==> src/rtl/seq_divider16x8.sv <==
// Iterative restoring divider: NW-bit dividend / DW-bit divisor, one quotient bit per clock.
// Start/busy/done handshake; results held from the done cycle until the next acceptance.
module seq_divider16x8 #(
  parameter int NW = 16,
  parameter int DW = 8
) (
  input  logic          clk,
  input  logic          rst,
  input  logic          start,
  input  logic [NW-1:0] dividend,
  input  logic [DW-1:0] divisor,
  output logic          busy,
  output logic          done,
  output logic [NW-1:0] quotient,
  output logic [DW-1:0] remainder,
  output logic          dbz
);

  localparam int CW = $clog2(NW + 1);

  typedef enum logic [1:0] {IDLE, RUN, DONE} state_t;

  state_t        state, state_next;
  logic [NW-1:0] n_reg;   // dividend shifts out of the MSB, quotient bits shift into the LSB
  logic [DW-1:0] d_reg;
  logic [DW-1:0] r_reg;
  logic [CW-1:0] count;

  logic [DW:0]   r_shift;
  logic [DW:0]   r_diff;
  logic          q_bit;
  logic [DW-1:0] r_step;

  // The borrow out of the trial subtraction decides the quotient bit.
  always_comb begin
    r_shift = {r_reg, n_reg[NW-1]};
    r_diff  = r_shift - {1'b0, d_reg};
    q_bit   = ~r_diff[DW];
    r_step  = q_bit ? r_diff[DW-1:0] : r_shift[DW-1:0];
  end

  always_comb begin
    // NOTE: default assigned first so every path drives state_next and no latch is inferred.
    state_next = state;
    case (state)
      IDLE:    if (start) state_next = (divisor == '0) ? DONE : RUN;
      RUN:     if (count == CW'(1)) state_next = DONE;
      DONE:    state_next = IDLE;
      default: state_next = IDLE;
    endcase
  end

  // NOTE: sequential state uses non-blocking assignments so all registers update together.
  always_ff @(posedge clk) begin
    if (rst) state <= IDLE;
    else     state <= state_next;
  end

  always_ff @(posedge clk) begin
    if (rst) begin
      n_reg     <= '0;
      d_reg     <= '0;
      r_reg     <= '0;
      count     <= '0;
      quotient  <= '0;
      remainder <= '0;
      dbz       <= 1'b0;
    end else begin
      case (state)
        IDLE: begin
          if (start) begin
            n_reg <= dividend;
            d_reg <= divisor;
            r_reg <= '0;
            count <= CW'(NW);
            if (divisor == '0) begin
              quotient  <= '1;
              remainder <= dividend[DW-1:0];
              dbz       <= 1'b1;
            end
          end
        end
        RUN: begin
          n_reg <= {n_reg[NW-2:0], q_bit};
          r_reg <= r_step;
          count <= count - 1'b1;
          if (count == CW'(1)) begin
            quotient  <= {n_reg[NW-2:0], q_bit};
            remainder <= r_step;
            dbz       <= 1'b0;
          end
        end
        default: ;
      endcase
    end
  end

  assign busy = (state != IDLE);
  assign done = (state == DONE);

endmodule

==> config.mk <==
export PLATFORM = sky130hd
export DESIGN_NAME = seq_divider16x8
export DESIGN_NICKNAME = d
export VERILOG_FILES = /design/src/rtl/seq_divider16x8.sv
export SDC_FILE = /design/constraint.sdc
export NUM_CORES = 1
export LEC_CHECK = 0
export BUFFER_PORTS_ARGS = -buffer_cell sky130_fd_sc_hd__buf_4
export CAP_MARGIN = 20
export CORE_UTILIZATION = 45
export CTS_BUF_LIST = sky130_fd_sc_hd__clkbuf_2
export CTS_CLUSTER_DIAMETER = 200
export CTS_CLUSTER_SIZE = 10
export DETAILED_ROUTE_END_ITERATION = 7
export HOLD_SLACK_MARGIN = 0.06
export PLACE_DENSITY = 0.66
export SLEW_MARGIN = 20
export SYNTH_ARGS = -nofsm -noshare
export SYNTH_HDL_FRONTEND = slang
export SYNTH_SLANG_ARGS = --single-unit
==> constraint.sdc <==
create_clock -name clk -period 4.1 [get_ports clk]
set_input_delay 0.615 -clock clk [delete_from_list [all_inputs] [get_ports clk]]
set_output_delay 0.615 -clock clk [all_outputs]
set_load 0.02 [all_outputs]
==> qor.csv <==
stage,metric,value,unit
outcome,outcome,completed,
synthesis,post-synthesis net count,408,
clock_tree,htree depth,3,
synthesis,Synth Flop Type,dfxtp_1,
floorplan,Die Ht,85.7,µm
synthesis,synth cell count leaders,"nand2_1 (67), dfxtp_1 (64), nor2_1 (49), a21oi_1 (21), a211oi_2 (16)",
drt,number of iterations in the first detailed-routing pass,4,
clock_tree,CTS tree,done,
layout,Syn-to-layout area delta,16.3,%
timing,Tcrit/Tclk final,65.1,%
timing,fmax,0.374,GHz
clock_tree,post-CTS setup repair buffer count,0,
layout,ANT cells,0,
synthesis,mapped cell area,3150,µm²
timing,Slew @ Worst Pin,0.910,ns
layout,# nets final,449,
timing,Worst Clk Skew,0.0278,ns
grt,largest net degree at the start of global routing,51,
grt,met2 Use GR,31.8,%
floorplan,Die X-Extent,85.7,µm
timing,Fin. Hold Viols,0,
drt,Wirelength per Cell,14.1,µm
flow_run,Max Cap Violations,0,
synthesis,YS warnings,0,
synthesis,"Avg Cell Area, Syn",8.52,µm²
timing,Final setup viols,0,
setup_path,slowest library cell on the worst path,mux2_2,
clock_tree,total clock sinks,64,
synthesis,cells after synthesis,370,
grt,met1 Track Usage GR,29.6,%
grt,initial antenna violation count,0,
timing,RSZ-0062 raised after global routing,no,
clock_tree,Longest Clk Path Bufs,2,
grt,first-pass GRT wire length,12000,µm
synthesis,simple-gate share of the synthesized area,20.7,%
setup_path,crit-path max cell delay,0.42,ns
setup_path,critical path peak fanout,12,
synthesis,compound-gate portion of the synthesized area,24.8,%
setup_path,kind of end point of the critical path,flip-flop,
synthesis,XOR/XNOR Fraction of Synth Area,1.11,%
grt,GRT busiest layer,met2,
floorplan,core area,6790,µm²
setup_path,crit path launch type,flip-flop,
floorplan,Die ar.,7340,µm²
floorplan,IO Count,54,
place,GPL Wtd Cong,0.808,
synthesis,"EDFF count, synth",0,
layout,share of cells above drive strength 1,23.2,%
clock_tree,Worst-Skew Late Latency,0.50,ns
hold_path,Hold/Removal Path Class,primary input to flip-flop,
place,port bufs,53,
timing,setup TNS,0,ns
power,PnR Total Power,1.56,mW
synthesis,top cell type by total area after synthesis,dfxtp_1,
synthesis,"flops & latches, synth",64,
synthesis,most frequent cell after synthesis,nand2_1,
power,Pwr Density,425,nW/µm²
drt,drc violations,0,
timing,relative slew slack,39.2,%
floorplan,starting density of the core,46.4,%
clock_tree,Clock Tree Root,clkbuf_2,
grt,total grt overflow,0,
clock_tree,hold buffer count at CTS,0,
setup_path,Worst Path Required,4.54,ns
clock_tree,TritonCTS Buffers,9,
grt,number of global-route vias before repair,2498,
grt,gr usage total,20.9,%
setup_path,kind of critical path,flip-flop to flip-flop,
place,post-DP HPWL,4920,µm
synthesis,synth unique cells,60,
timing,minimum clock period,2.67,ns
synthesis,Synth area leaders,"dfxtp_1 (41%), nand2_1 (8.0%), a211oi_2 (6.4%)",
drt,average via count per standard cell,5.35,
power,Pleak,1.52,nW
clock_tree,CTS resizes,0,
grt,met3 Track Usage GR,3.46,%
setup_path,"most used cell, CP",inv_1,
synthesis,area share of the largest cell type after synthesis,40.7,%
setup_path,Worst Path Buf+Inv,2,
setup_path,Worst path top cell family by delay,compound AO/OA/AOI/OAI gates,
synthesis,largest family of logic cells by synthesized area,compound AO/OA/AOI/OAI gates,
floorplan,row cnt,30,
drt,routed wire length,7210,µm
drt,Via Count,2731,
drt,Initial DRC Count,144,
synthesis,mux cell area share after synthesis,1.95,%
power,worst-case vdd ir drop,0.000269,V
setup_path,critical-path cell list,inv_1 > ha_1 > inv_1 > fa_1 > a21o_1 > a221o_1 > o221ai_2 > mux2_2 > o211ai_1 > o211a_1,
synthesis,Adder-Cell Fraction of Synth Area,4.61,%
drt,"antenna viol nets, final",0,
timing,max-slew violation count,0,
synthesis,sequential-to-total area share from yosys stat,40.7,%
setup_path,arrival time of the worst setup path,3.11,ns
synthesis,async set or reset register ratio after synthesis,0,%
clock_tree,"Clk pin slew, worst setup/hold paths",0.18,ns
-- placed cells by master, fill, tap and decap left out, types with 3 or more instances in the layout --
| master | instances |
|---|---|
| o21ai_0 | 9 |
| inv_1 | 15 |
| nand3_1 | 4 |
| nor2_1 | 49 |
| a311oi_1 | 15 |
| clkbuf_2 | 9 |
| a21oi_1 | 21 |
| nor2b_1 | 3 |
| nand2_1 | 67 |
| a21o_1 | 3 |
| buf_4 | 55 |
| a211oi_2 | 16 |
| a211oi_1 | 3 |
| mux2i_1 | 5 |
| and3_1 | 6 |
| ha_1 | 10 |
| dfxtp_1 | 64 |
| nor3_1 | 6 |
-- logic make-up (layout without fill, tap and decap cells) --
group                      Yosys count  in the layout
AOI/OAI and AO/OA                   95             95
buffers and inverters               40             84
muxes                                6              6
xor gates and xnor gates             4              4
adders and majority gates           11             11
and+or+nand+nor                    150            150
DFF                                 64             64
-- worst register-to-register path, stage by stage, from the launching register on --
cell	delay, ns
dfxtp_1	0.35
inv_1	0.08
ha_1	0.17
inv_1	0.06
fa_1	0.40
a21o_1	0.23
a221o_1	0.33
o221ai_2	0.24
mux2_2	0.43
o211ai_1	0.17
o211a_1	0.17
-- worst paths after layout --
path	startpoint	end	slack, ns	cells past startpoint
worst max-delay path	n_reg[15]	remainder[0]	1.43	10
worst min-delay path	dividend[13]	n_reg[13]	0.37	3
worst max register to register	n_reg[15]	remainder[0]	1.43	10
worst min register to register	d_reg[6]	d_reg[6]	0.47	2
-- metrics by stage --
| step | hold WS, ns | instance area [µm²] | setup slack [ns] | std cells | util [%] |
|---|---|---|---|---|---|
| 2_1_floorplan | 0.436 | 3150 | 1.85 | 370 | - |
| 4_1_cts | 0.339 | 3670 | 1.44 | 510 | 54.0 |
| 6_report | 0.371 | 3670 | 1.43 | 510 | 54.0 |
| 3_3_place_gp | 0.446 | 3550 | 1.29 | 496 | 52.2 |
| 5_1_grt | 0.346 | 3670 | 1.26 | 510 | 54.0 |
| 3_5_place_dp | 0.447 | 3550 | 1.21 | 496 | 52.2 |
-- per-layer routing --
metal | part of all wire (%) | vias up
li1 | - | 1397
met5 | 0 | -
met2 | 44 | 59
met3 | 3.5 | 10
met4 | 1.6 | 0
met1 | 51 | 1265
-- power by group --
part | total [mW] | leakage (nW) | internal, mW | switching [mW]
combinational | 0.431 | 0.922 | 0.177 | 0.254
sequential | 0.712 | 0.524 | 0.676 | 0.0353
clock | 0.415 | 0.0750 | 0.192 | 0.223
total | 1.56 | 1.52 | 1.05 | 0.512
-- area by class of cell --
type / count / area, µm²
clock buffer: 9 / 45.0
clock inverter: 5 / 73.8
fill: 669 / 3130
inverter: 15 / 56.3
multi-input combinational: 266 / 1680
sequential: 64 / 1280
tap: 96 / 120
timing repair buffer: 55 / 413
Note: power is estimated with default switching activity, not from simulation.
